## src/rtl/fetch_stage_pkg.sv

```systemverilog
// rtl/fetch_stage_pkg.sv - shared constants and field helpers for the fetch stage
package fetch_stage_pkg;

    localparam logic [31:0] DEFAULT_RESET_PC = 32'h0000_0000;
    localparam logic [31:0] DEFAULT_NOP_WORD = 32'h0000_0000;

    localparam int OPCODE_MSB = 31;
    localparam int OPCODE_LSB = 26;
    localparam int IMM16_MSB  = 15;
    localparam int IMM16_LSB  = 0;
    localparam int JADDR_MSB  = 25;
    localparam int JADDR_LSB  = 0;

    function automatic logic [31:0] branch_offset(input logic [15:0] imm16);
        return {{14{imm16[15]}}, imm16, 2'b00};
    endfunction

    function automatic logic [31:0] jump_addr(input logic [3:0] pc4_top, input logic [25:0] jaddr);
        return {pc4_top, jaddr, 2'b00};
    endfunction

endpackage

```

## src/rtl/fetch_stage_next_pc_sel.sv

```systemverilog
// rtl/fetch_stage_next_pc_sel.sv - redirect decision and next-PC mux
module next_pc_sel
    import fetch_stage_pkg::*;
(
    input  logic [31:0] pc,
    input  logic [31:0] if_id_pc4,
    input  logic [31:0] if_id_instr,
    input  logic        if_id_valid,
    input  logic        dec_branch,
    input  logic        dec_zero,
    input  logic        dec_jump,
    output logic [31:0] next_pc,
    output logic        redirect
);

    logic [31:0] branch_target;
    logic [31:0] jump_target;
    logic        unused_opcode;

    assign unused_opcode = ^if_id_instr[OPCODE_MSB:OPCODE_LSB];

    always_comb begin
        branch_target = if_id_pc4 + branch_offset(if_id_instr[IMM16_MSB:IMM16_LSB]);
        jump_target   = jump_addr(if_id_pc4[31:28], if_id_instr[JADDR_MSB:JADDR_LSB]);
        // Decode outputs are meaningless while IF/ID holds a bubble.
        redirect      = if_id_valid & (dec_jump | (dec_branch & dec_zero));
        next_pc       = pc + 32'd4;
        if (redirect) begin
            next_pc = dec_jump ? jump_target : branch_target;
        end
    end

endmodule

```

## src/rtl/fetch_stage.sv

```systemverilog
// rtl/fetch_stage.sv - PC register, IF/ID latch and fetch counter
module fetch_stage
    import fetch_stage_pkg::*;
#(
    parameter logic [31:0] RESET_PC = DEFAULT_RESET_PC,
    parameter logic [31:0] NOP_WORD = DEFAULT_NOP_WORD
) (
    input  logic        clk,
    input  logic        reset,
    input  logic        stall,
    output logic [31:0] imem_addr,
    input  logic [31:0] imem_data,
    input  logic        dec_branch,
    input  logic        dec_zero,
    input  logic        dec_jump,
    output logic [31:0] if_id_instr,
    output logic [31:0] if_id_pc4,
    output logic        if_id_valid,
    output logic [31:0] fetch_count
);

    if (RESET_PC[1:0] != 2'b00) begin : g_bad_reset_pc
        $error("fetch_stage: RESET_PC must be word aligned");
    end

    logic [31:0] pc_q, pc_d;
    logic [31:0] instr_q, instr_d;
    logic [31:0] pc4_q, pc4_d;
    logic        valid_q, valid_d;
    logic [31:0] count_q, count_d;
    logic [31:0] next_pc;
    logic        redirect;

    next_pc_sel u_next_pc_sel (
        .pc          (pc_q),
        .if_id_pc4   (pc4_q),
        .if_id_instr (instr_q),
        .if_id_valid (valid_q),
        .dec_branch  (dec_branch),
        .dec_zero    (dec_zero),
        .dec_jump    (dec_jump),
        .next_pc     (next_pc),
        .redirect    (redirect)
    );

    always_comb begin
        pc_d    = pc_q;
        instr_d = instr_q;
        pc4_d   = pc4_q;
        valid_d = valid_q;
        count_d = count_q;
        // A redirect squashes the wrong-path slot even when stalled.
        if (redirect) begin
            pc_d    = next_pc;
            instr_d = NOP_WORD;
            valid_d = 1'b0;
        end else if (!stall) begin
            pc_d    = next_pc;
            instr_d = imem_data;
            pc4_d   = pc_q + 32'd4;
            valid_d = 1'b1;
            count_d = count_q + 32'd1;
        end
    end

    always_ff @(posedge clk or posedge reset) begin
        if (reset) begin
            pc_q    <= RESET_PC;
            instr_q <= NOP_WORD;
            pc4_q   <= 32'd0;
            valid_q <= 1'b0;
            count_q <= 32'd0;
        end else begin
            pc_q    <= pc_d;
            instr_q <= instr_d;
            pc4_q   <= pc4_d;
            valid_q <= valid_d;
            count_q <= count_d;
        end
    end

    assign imem_addr   = pc_q;
    assign if_id_instr = instr_q;
    assign if_id_pc4   = pc4_q;
    assign if_id_valid = valid_q;
    assign fetch_count = count_q;

endmodule

```

## config.mk

```make
export PLATFORM = sky130hd
export DESIGN_NAME = fetch_stage
export DESIGN_NICKNAME = d
export VERILOG_FILES = /design/src/rtl/fetch_stage_pkg.sv /design/src/rtl/fetch_stage_next_pc_sel.sv /design/src/rtl/fetch_stage.sv
export SDC_FILE = /design/constraint.sdc
export NUM_CORES = 1
export LEC_CHECK = 0
export ABC_CLOCK_PERIOD_IN_PS = 4100
export CORE_ASPECT_RATIO = 0.6
export CORE_MARGIN = 3
export CORE_UTILIZATION = 48
export CTS_BUF_LIST = sky130_fd_sc_hd__clkbuf_8 sky130_fd_sc_hd__clkbuf_16
export CTS_CLUSTER_DIAMETER = 150
export DETAILED_ROUTE_END_ITERATION = 16
export GPL_TIMING_DRIVEN = 0
export MAX_ROUTING_LAYER = met4
export PLACE_DENSITY_LB_ADDON = 0.3
export SYNTH_ARGS = -nofsm -noshare
export SYNTH_HDL_FRONTEND = slang
export SYNTH_HIERARCHICAL = 1
export SYNTH_SLANG_ARGS = --single-unit
export TNS_END_PERCENT = 10
```

## constraint.sdc

```tcl
create_clock -name clk -period 4.1 [get_ports clk]
set_input_delay 0.41 -clock clk [delete_from_list [all_inputs] [get_ports clk]]
set_output_delay 0.41 -clock clk [all_outputs]
set_load 0.005 [all_outputs]
```

# [After elaboration in Yosys (flattened, before gate mapping)]
# Cells that the tools add are included.
[word_totals] ff_bits=129 elab_cells=23
[op_classes] n_mux=8 n_reduce_logical=1 add_sub_neg=3 n_eq_ne=1 bitwise=5
[ops] cell="32-bit two-way mux" count=6
[ops] cell="32-bit by 1-bit adder with 32-bit output, second input constant" count=1
[ops] cell="32-bit by 3-bit adder with 32-bit output, second input constant" count=1
[ops] cell="32-bit adder" count=1
[ops] cell="1-bit bitwise AND" count=2
[ops] cell="1-bit two-way mux" count=2
[ops] cell="2-bit by 1-bit inequality test with 1-bit output, second input constant" count=1
[ops] cell="1-bit NOT" count=2
[ops] cell="2-bit AND reduction" count=1
[ops] cell="1-bit bitwise OR" count=1

# [Depth between registers and ports, before layout]
# Gate-level depths: netlist (run 1).
[depth] depth_word=6 depth_mapped=13 mapped_depth_nobuf=13

# [Hierarchy]
# The synthesis (run 1) kept the hierarchy.
[by_module_without_submodules] mod="fetch_stage" area_each_um2=5694.2 instances=1 cells_per_inst=515
[by_module_without_submodules] mod="next_pc_sel" area_each_um2=2657.5 instances=1 cells_per_inst=390

# [Worst setup path after synthesis (run 1)]
# OpenSTA, ideal clock, no wires.
[synth_path] path_kind="flip-flop to flip-flop" from="register instr_q[0], in the netlist if_id_instr[0]" to="register pc_q[30], in the netlist imem_addr[30]" arrival_ns=2.857 n_path_buf=0 stages_incl_launch_ff=13 path_slack_ns=1.118 cell_sequence="dfrtp_1 ha_1 fa_1 a211oi_1 o21ai_2 a41oi_4 nor3_2 a211oi_4 o21ai_1 a21oi_1 xor2_1 a21oi_1 mux2_2"
[synth_via] elab_chain_len=5
[synth_lines] item="from (decl)" line_no="fetch_stage.sv:27" rtl="logic [31:0] instr_q, instr_d;"
[synth_lines] item="from (signal assigned)" line_no="fetch_stage.sv:75" rtl="instr_q <= instr_d;"
[synth_lines] item="32-bit adder (*)" line_no="fetch_stage_next_pc_sel.sv:23" rtl="branch_target = if_id_pc4 + branch_offset(if_id_instr[IMM16_MSB:IMM16_LSB]);"
[synth_lines] item="32-bit two-way mux (*)" line_no="fetch_stage_next_pc_sel.sv:29" rtl="next_pc = dec_jump ? jump_target : branch_target;"
[synth_lines] item="32-bit two-way mux (*)" line_no="fetch_stage_next_pc_sel.sv:28" rtl="if (redirect) begin"
[synth_lines] item="via next_pc[30]" line_no="fetch_stage.sv:31" rtl="logic [31:0] next_pc;"
[synth_lines] item="32-bit two-way mux" line_no="fetch_stage.sv:57" rtl="end else if (!stall) begin"
[synth_lines] item="32-bit two-way mux (*)" line_no="fetch_stage.sv:53" rtl="if (redirect) begin"
[synth_lines] item="to (signal assigned)" line_no="fetch_stage.sv:74" rtl="pc_q <= pc_d;"
[synth_lines] item="to (decl)" line_no="fetch_stage.sv:26" rtl="logic [31:0] pc_q, pc_d;"
# The timed path passes the listed nets; every way through them passes the cells marked *. The select of a mux whose other input is x is not followed.
# A chain may end at the register's enable or synchronous reset.

# [Worst setup path in the final report (run 1)]
[layout_path] from="register valid_q, in the netlist if_id_valid" to="register pc4_q[10], in the netlist if_id_pc4[10]"
[layout_via] elab_chain_len=3
[layout_lines] item="from (decl)" line_no="fetch_stage.sv:29" rtl="logic valid_q, valid_d;"
[layout_lines] item="from (signal assigned)" line_no="fetch_stage.sv:77" rtl="valid_q <= valid_d;"
[layout_lines] item="1-bit bitwise AND" line_no="fetch_stage_next_pc_sel.sv:26" rtl="redirect = if_id_valid & (dec_jump | (dec_branch & dec_zero));"
[layout_lines] item="via redirect" line_no="fetch_stage.sv:32" rtl="logic redirect;"
[layout_lines] item="1-bit NOT (no source line)"
[layout_lines] item="2-bit AND reduction (no source line)"
[layout_lines] item="to (signal assigned)" line_no="fetch_stage.sv:76" rtl="pc4_q <= pc4_d;"
[layout_lines] item="to (decl)" line_no="fetch_stage.sv:28" rtl="logic [31:0] pc4_q, pc4_d;"
# The timed path passes the listed nets, and every way through them passes these cells.

==> impl_metrics.json, run 1 <==
{
  "outcome": "finished, final reports clean",
  "path_max_fanout": 11,
  "port_buffers": 166,
  "ys_warn_count": 6,
  "clk_pin_slew_ps": 60,
  "final_area_um2": 10900,
  "cts_root_buf": "clkbuf_16",
  "synth_ff_type": "dfrtp_1",
  "vias_per_cell": 6.04,
  "yosys-top-cells-area": "dfrtp_1 (39%), xnor2_1 (6.3%), ha_1 (4.8%)",
  "grt_max_degree": 81,
  "ys_ff_latch": 129,
  "crit_type": "reg2reg",
  "nFillCells": 1332,
  "dp.cells": 1300,
  "antenna_left": 0,
  "end_kind": "flip-flop",
  "fin_nets": 1162,
  "critPathRequiredTime_ps": 4440,
  "htreeDepth": 4,
  "syn_avg_cell_area_um2": 9.23,
  "rows": 36,
  "synth_largest_area_cell": "dfrtp_1",
  "yosysUniqueCellTypes": 71,
  "placed_area_um2": 10300,
  "final_util_pct": 65.7,
  "finalHoldViolations": 0,
  "critPathLaunchType": "flip-flop",
  "syn_inst": 905,
  "pin_count": 167,
  "post_cts_buffers": 0,
  "clock_latency_ps": 430,
  "grt_antenna_before_repair": 0,
  "area_growth_syn_to_layout_pct": 30.7,
  "synth_edf_count": 0,
  "async_flop_share_pct": 100,
  "min_path_type": "in2async",
  "rsz0062_at_grt": "no",
  "clock_path_buffers": 2,
  "track_usage_pct": 30.8,
  "skew_ps": 12.9,
  "power_density_nw_per_um2": 666,
  "antennaDiodeCount": 0,
  "slew_headroom_pct": 37.1,
  "fin_hold_ws_ps": 402,
  "wl_per_cell_um": 21.0,
  "drt-initial-drc-count": 1054,
  "final_common_cell": "clkdlybuf4s50_1",
  "fin_crit_sh_pct": 96.4,
  "final_cell_mix": "clkdlybuf4s50_1 (166), dfrtp_1 (129), nand2_1 (92)",
  "drv_slew": 0,
  "cts_sinks": 129,
  "fin_cells": 1332,
  "numCtsBuffers": 17,
  "initial_core_util_pct": 50.2,
  "setup_viol_count_final": 0,
  "dp_hpwl_mm": 20.3,
  "max-vdd-ir-drop_v": 0.000303,
  "gr-total-overflow": 0,
  "drive_gt1_share_pct": 8.06,
  "max_freq_ghz": 0.253,
  "tightest_slew_ps": 935,
  "synth_nets": 976,
  "cp.arrival_ps": 4290,
  "drc": 0,
  "cts_tree": "yes",
  "core-area_um2": 16600,
  "dr.pass1.iters": 7,
  "yosysSeqAreaShare_pct": 38.7,
  "dieWidth_um": 176,
  "drv_cap": 0,
  "dieArea_um2": 19100,
  "drt-total-wl_mm": 28.0,
  "vias": 8045,
  "synth_area_um2": 8350,
  "grt_pass1_vias": 7431,
  "synth_top_area_share_pct": 38.7,
  "die_y_um": 108,
  "fin_crit_ps": 3950,
  "gp_congestion": 0.964,
  "leakage_nw": 4.50,
  "grt_pass1_wl_mm": 44.3
}
==> power by group <==
part	leakage (nW)	switching (mW)	total (mW)	internal, mW
clock	0.280	0.688	1.51	0.825
combinational	2.59	1.70	3.39	1.69
sequential	1.63	0.740	2.37	1.63
==> repair_timing <==
action,4_1_cts,5_1_grt
endpoints found under the setup margin,8,36
hold buffers,0,0
gates resized for setup,1,3
==> layer usage <==
| layer | track usage, % | vias up | wire, um |
|---|---|---|---|
| met5 | - | - | 0 |
| met4 | 5.31 | 0 | 275 |
| met3 | 7.54 | 32 | 3270 |
| met2 | 40.1 | 467 | 11200 |
| met1 | 48.0 | 3873 | 13300 |
| li1 | - | 3673 | - |
==> synth_stat cells, types with 8 or more instances <==
master    count
dfrtp_1     129
nand2_1      92
nor2_1       89
xnor2_1      60
a21oi_1      52
o21ai_0      48
mux2i_1      35
xor2_1       35
ha_1         32
nand3_1      30
clkbuf_1     28
nand4_1      28
mux2_2       26
a211oi_1     17
and3_1       16
nor3_1       16
a31oi_1      14
a21o_1       13
inv_1        13
and4_1       12
nand3b_1      8
or4_1         8
==> flip-flops by register name (all words and copies together), names as in the netlist <==
signal and flops:
if_id_instr 32, fetch_count 32, if_id_pc4 32, imem_addr 32
if_id_valid 1
==> metrics by stage <==
step	total power, mW	setup slack, ps	setup TNS (ps)
2_1_floorplan	4.11	249	0
3_3_place_gp	5.57	-1750	-225050
3_5_place_dp	5.65	-149	-1270
4_1_cts	7.19	137	0
5_1_grt	7.69	46.2	0
6_report	7.27	146	0
==> critical path, stage by stage, from the launching register on <==
cell,delay (ps)
dfrtp_1,400
clkbuf_1,430
nand2_1,400
clkinv_1,370
clkbuf_2,350
clkbuf_1,390
or2_2,230
clkbuf_1,450
clkbuf_1,600
nand2_1,120
o21ai_0,100
==> final timing paths <==
| check | startpoint | to | slack, ps | cells past startpoint |
|---|---|---|---|---|
| hold reg to reg | fetch_count[31] | fetch_count[31] | 470 | 1 |
| hold / removal | reset | fetch_count[31] | 400 | 2 |
| setup reg to reg | if_id_valid | if_id_pc4[10] | 150 | 10 |
| min in group clk | fetch_count[31] | fetch_count[31] | 470 | 1 |
| max in group asynchronous | reset | if_id_instr[31] | 2940 | 3 |
| setup / recovery | if_id_valid | if_id_pc4[10] | 150 | 10 |
==> logic make-up (layout without fill, tap and decap cells) <==
group	after synthesis	count (layout)	synth area share [%]
buffers and inverters	49	248	2.31
flip-flops	129	129	38.7
adder cells (fa/ha/maj)	33	33	5.03
AND/OR/NAND/NOR	347	347	21.2
AO/OA/AOI/OAI	190	190	15.0
multiplexers	62	62	7.84
XOR/XNOR	95	95	9.96
==> final cells by class <==
class | instances | area (um2) | share of cell area (%)
Tap cell | 228 | 285 | 2.61
Sequential cell | 129 | 3230 | 29.6
Timing Repair Buffer | 167 | 1690 | 15.5
Clock buffer | 18 | 439 | 4.02
Multi-Input combinational cell | 727 | 4940 | 45.2
Buffer | 35 | 143 | 1.31
Clock inverter | 14 | 135 | 1.24
Inverter | 14 | 57.6 | 0.527
Note: power is estimated with default switching activity, not from simulation.
==> run 2: changes to the inputs <==
--- a/config.mk
+++ b/config.mk
@@ -8,7 +8,7 @@
 export ABC_CLOCK_PERIOD_IN_PS = 4100
 export CORE_ASPECT_RATIO = 0.6
 export CORE_MARGIN = 3
-export CORE_UTILIZATION = 48
+export CORE_UTILIZATION = 45
 export CTS_BUF_LIST = sky130_fd_sc_hd__clkbuf_8 sky130_fd_sc_hd__clkbuf_16
 export CTS_CLUSTER_DIAMETER = 150
 export DETAILED_ROUTE_END_ITERATION = 16
==> impl_metrics.json, run 2 (synthesis results as in run 1) <==
{
  "outcome": "finished, final reports clean",
  "antennaDiodeCount": 0,
  "fin_crit_sh_pct": 93.9,
  "finalHoldViolations": 0,
  "dp.cells": 1306,
  "setup_viol_count_final": 0,
  "cts_tree": "yes",
  "cp.arrival_ps": 4160,
  "worst_slack_ps": 249,
  "min_path_type": "in2async",
  "vias_per_cell": 5.96,
  "clock_latency_ps": 430,
  "grt_max_degree": 81,
  "power_density_nw_per_um2": 675,
  "grt_antenna_before_repair": 0,
  "fin_crit_ps": 3850,
  "pin_count": 167,
  "end_kind": "flip-flop",
  "p_seq_share_pct": 32.0,
  "max_freq_ghz": 0.260,
  "skew_ps": 10.4,
  "final_common_cell": "clkdlybuf4s50_1",
  "initial_core_util_pct": 47.4,
  "dp_hpwl_mm": 20.2,
  "final_cell_mix": "clkdlybuf4s50_1 (166), dfrtp_1 (129), nand2_1 (92)",
  "gp_congestion": 1.02,
  "numCtsBuffers": 17,
  "dr.pass1.iters": 6,
  "max-vdd-ir-drop_v": 0.000371,
  "switching_share_pct": 42.7,
  "rsz0062_at_grt": "no",
  "tightest_slew_ps": 945,
  "fin_cells": 1338,
  "die_y_um": 112,
  "core-area_um2": 17600,
  "area_growth_syn_to_layout_pct": 31.2,
  "critPathLaunchType": "flip-flop",
  "slew_headroom_pct": 36.4,
  "leakage_nw": 4.52,
  "dp_slack_ps": -88.0,
  "fin_hold_ws_ps": 399,
  "hold_buffers": 0,
  "setup_tns_ps": 0,
  "drive_gt1_share_pct": 8.15,
  "grt_pass1_wl_mm": 43.4,
  "cts_sinks": 129,
  "path_max_fanout": 11,
  "p_switching_mw": 3.16,
  "critPathRequiredTime_ps": 4400,
  "pwr-share-clk_pct": 21.7,
  "dieArea_um2": 20300,
  "htreeDepth": 4,
  "drt-initial-drc-count": 1113,
  "drt-total-wl_mm": 27.7,
  "vias": 7968,
  "p_total_mw": 7.40,
  "wl_per_cell_um": 20.7,
  "drv_cap": 0,
  "drc": 0,
  "internal-power_mw": 4.24,
  "cts_root_buf": "clkbuf_16",
  "fin_nets": 1162,
  "port_buffers": 166,
  "track_usage_pct": 27.9,
  "rows": 37,
  "antenna_left": 0,
  "regToRegSetupSlack_ps": 250,
  "clk_pin_slew_ps": 60,
  "drv_slew": 0,
  "clock_path_buffers": 2,
  "crit_type": "reg2reg",
  "dieWidth_um": 182,
  "grt_pass1_vias": 7558,
  "pwr-share-comb_pct": 46.3,
  "gr-total-overflow": 0
}
[run 2: final timing paths]
path                                 start               to  cells past startpoint
setup / recovery               if_id_valid     imem_addr[6]                      9
hold / removal                       reset  fetch_count[26]                      2
setup reg to reg               if_id_valid     imem_addr[6]                      9
hold reg to reg            fetch_count[31]  fetch_count[31]                      1
max in group asynchronous            reset    imem_addr[17]                      3
min in group clk           fetch_count[31]  fetch_count[31]                      1
[run 2: critical path, stage by stage, from the launching register on]
cell and delay (ps):
dfrtp_1 370, clkbuf_1 440, nand2_1 380, clkinv_1 340
clkbuf_1 450, clkbuf_2 350, nand2b_1 160, clkbuf_1 440
clkbuf_2 410, mux2_2 380
[run 2: metrics by stage]
step / utilization (%) / cell area, um2
3_5_place_dp: 58.6 / 10300
5_1_grt: 62.1 / 11000
4_1_cts: 62.1 / 10900
6_report: 62.1 / 11000
2_1_floorplan: - / 8350
3_3_place_gp: 58.4 / 10300
[run 2: final cells by class]
cell class                      count  area (um2)
Inverter                           14        57.6
Clock inverter                     15         185
Buffer                             35         145
Tap cell                          234         293
Fill cell                        1486        6680
Sequential cell                   129        3230
Clock buffer                       17         425
Multi-Input combinational cell    727        4930
Timing Repair Buffer              167        1690
[run 2: what timing repair did]
action,CTS,global route
setup endpoints to repair,0,29
resized for setup,0,7
setup buffers,0,0
[run 2: layer usage]
metal	GRT usage, %	part of all wire [%]	up-vias
li1	-	-	3653
met1	42.2	46	3814
met2	36.4	40	471
met3	9.17	13	30
met4	4.51	0.91	0
met5	-	0	-
[run 2: power groups by stage]
| stage | clock network [mW] | registers [mW] | logic [mW] |
|---|---|---|---|
| global placement | 0 | 2.33 | 3.24 |
| detailed placement | 0 | 2.34 | 3.31 |
| CTS | 1.62 | 2.33 | 3.35 |
| global route | 1.68 | 2.42 | 3.70 |
| floorplan | 0 | 2.15 | 1.96 |
| finish | 1.61 | 2.37 | 3.42 |
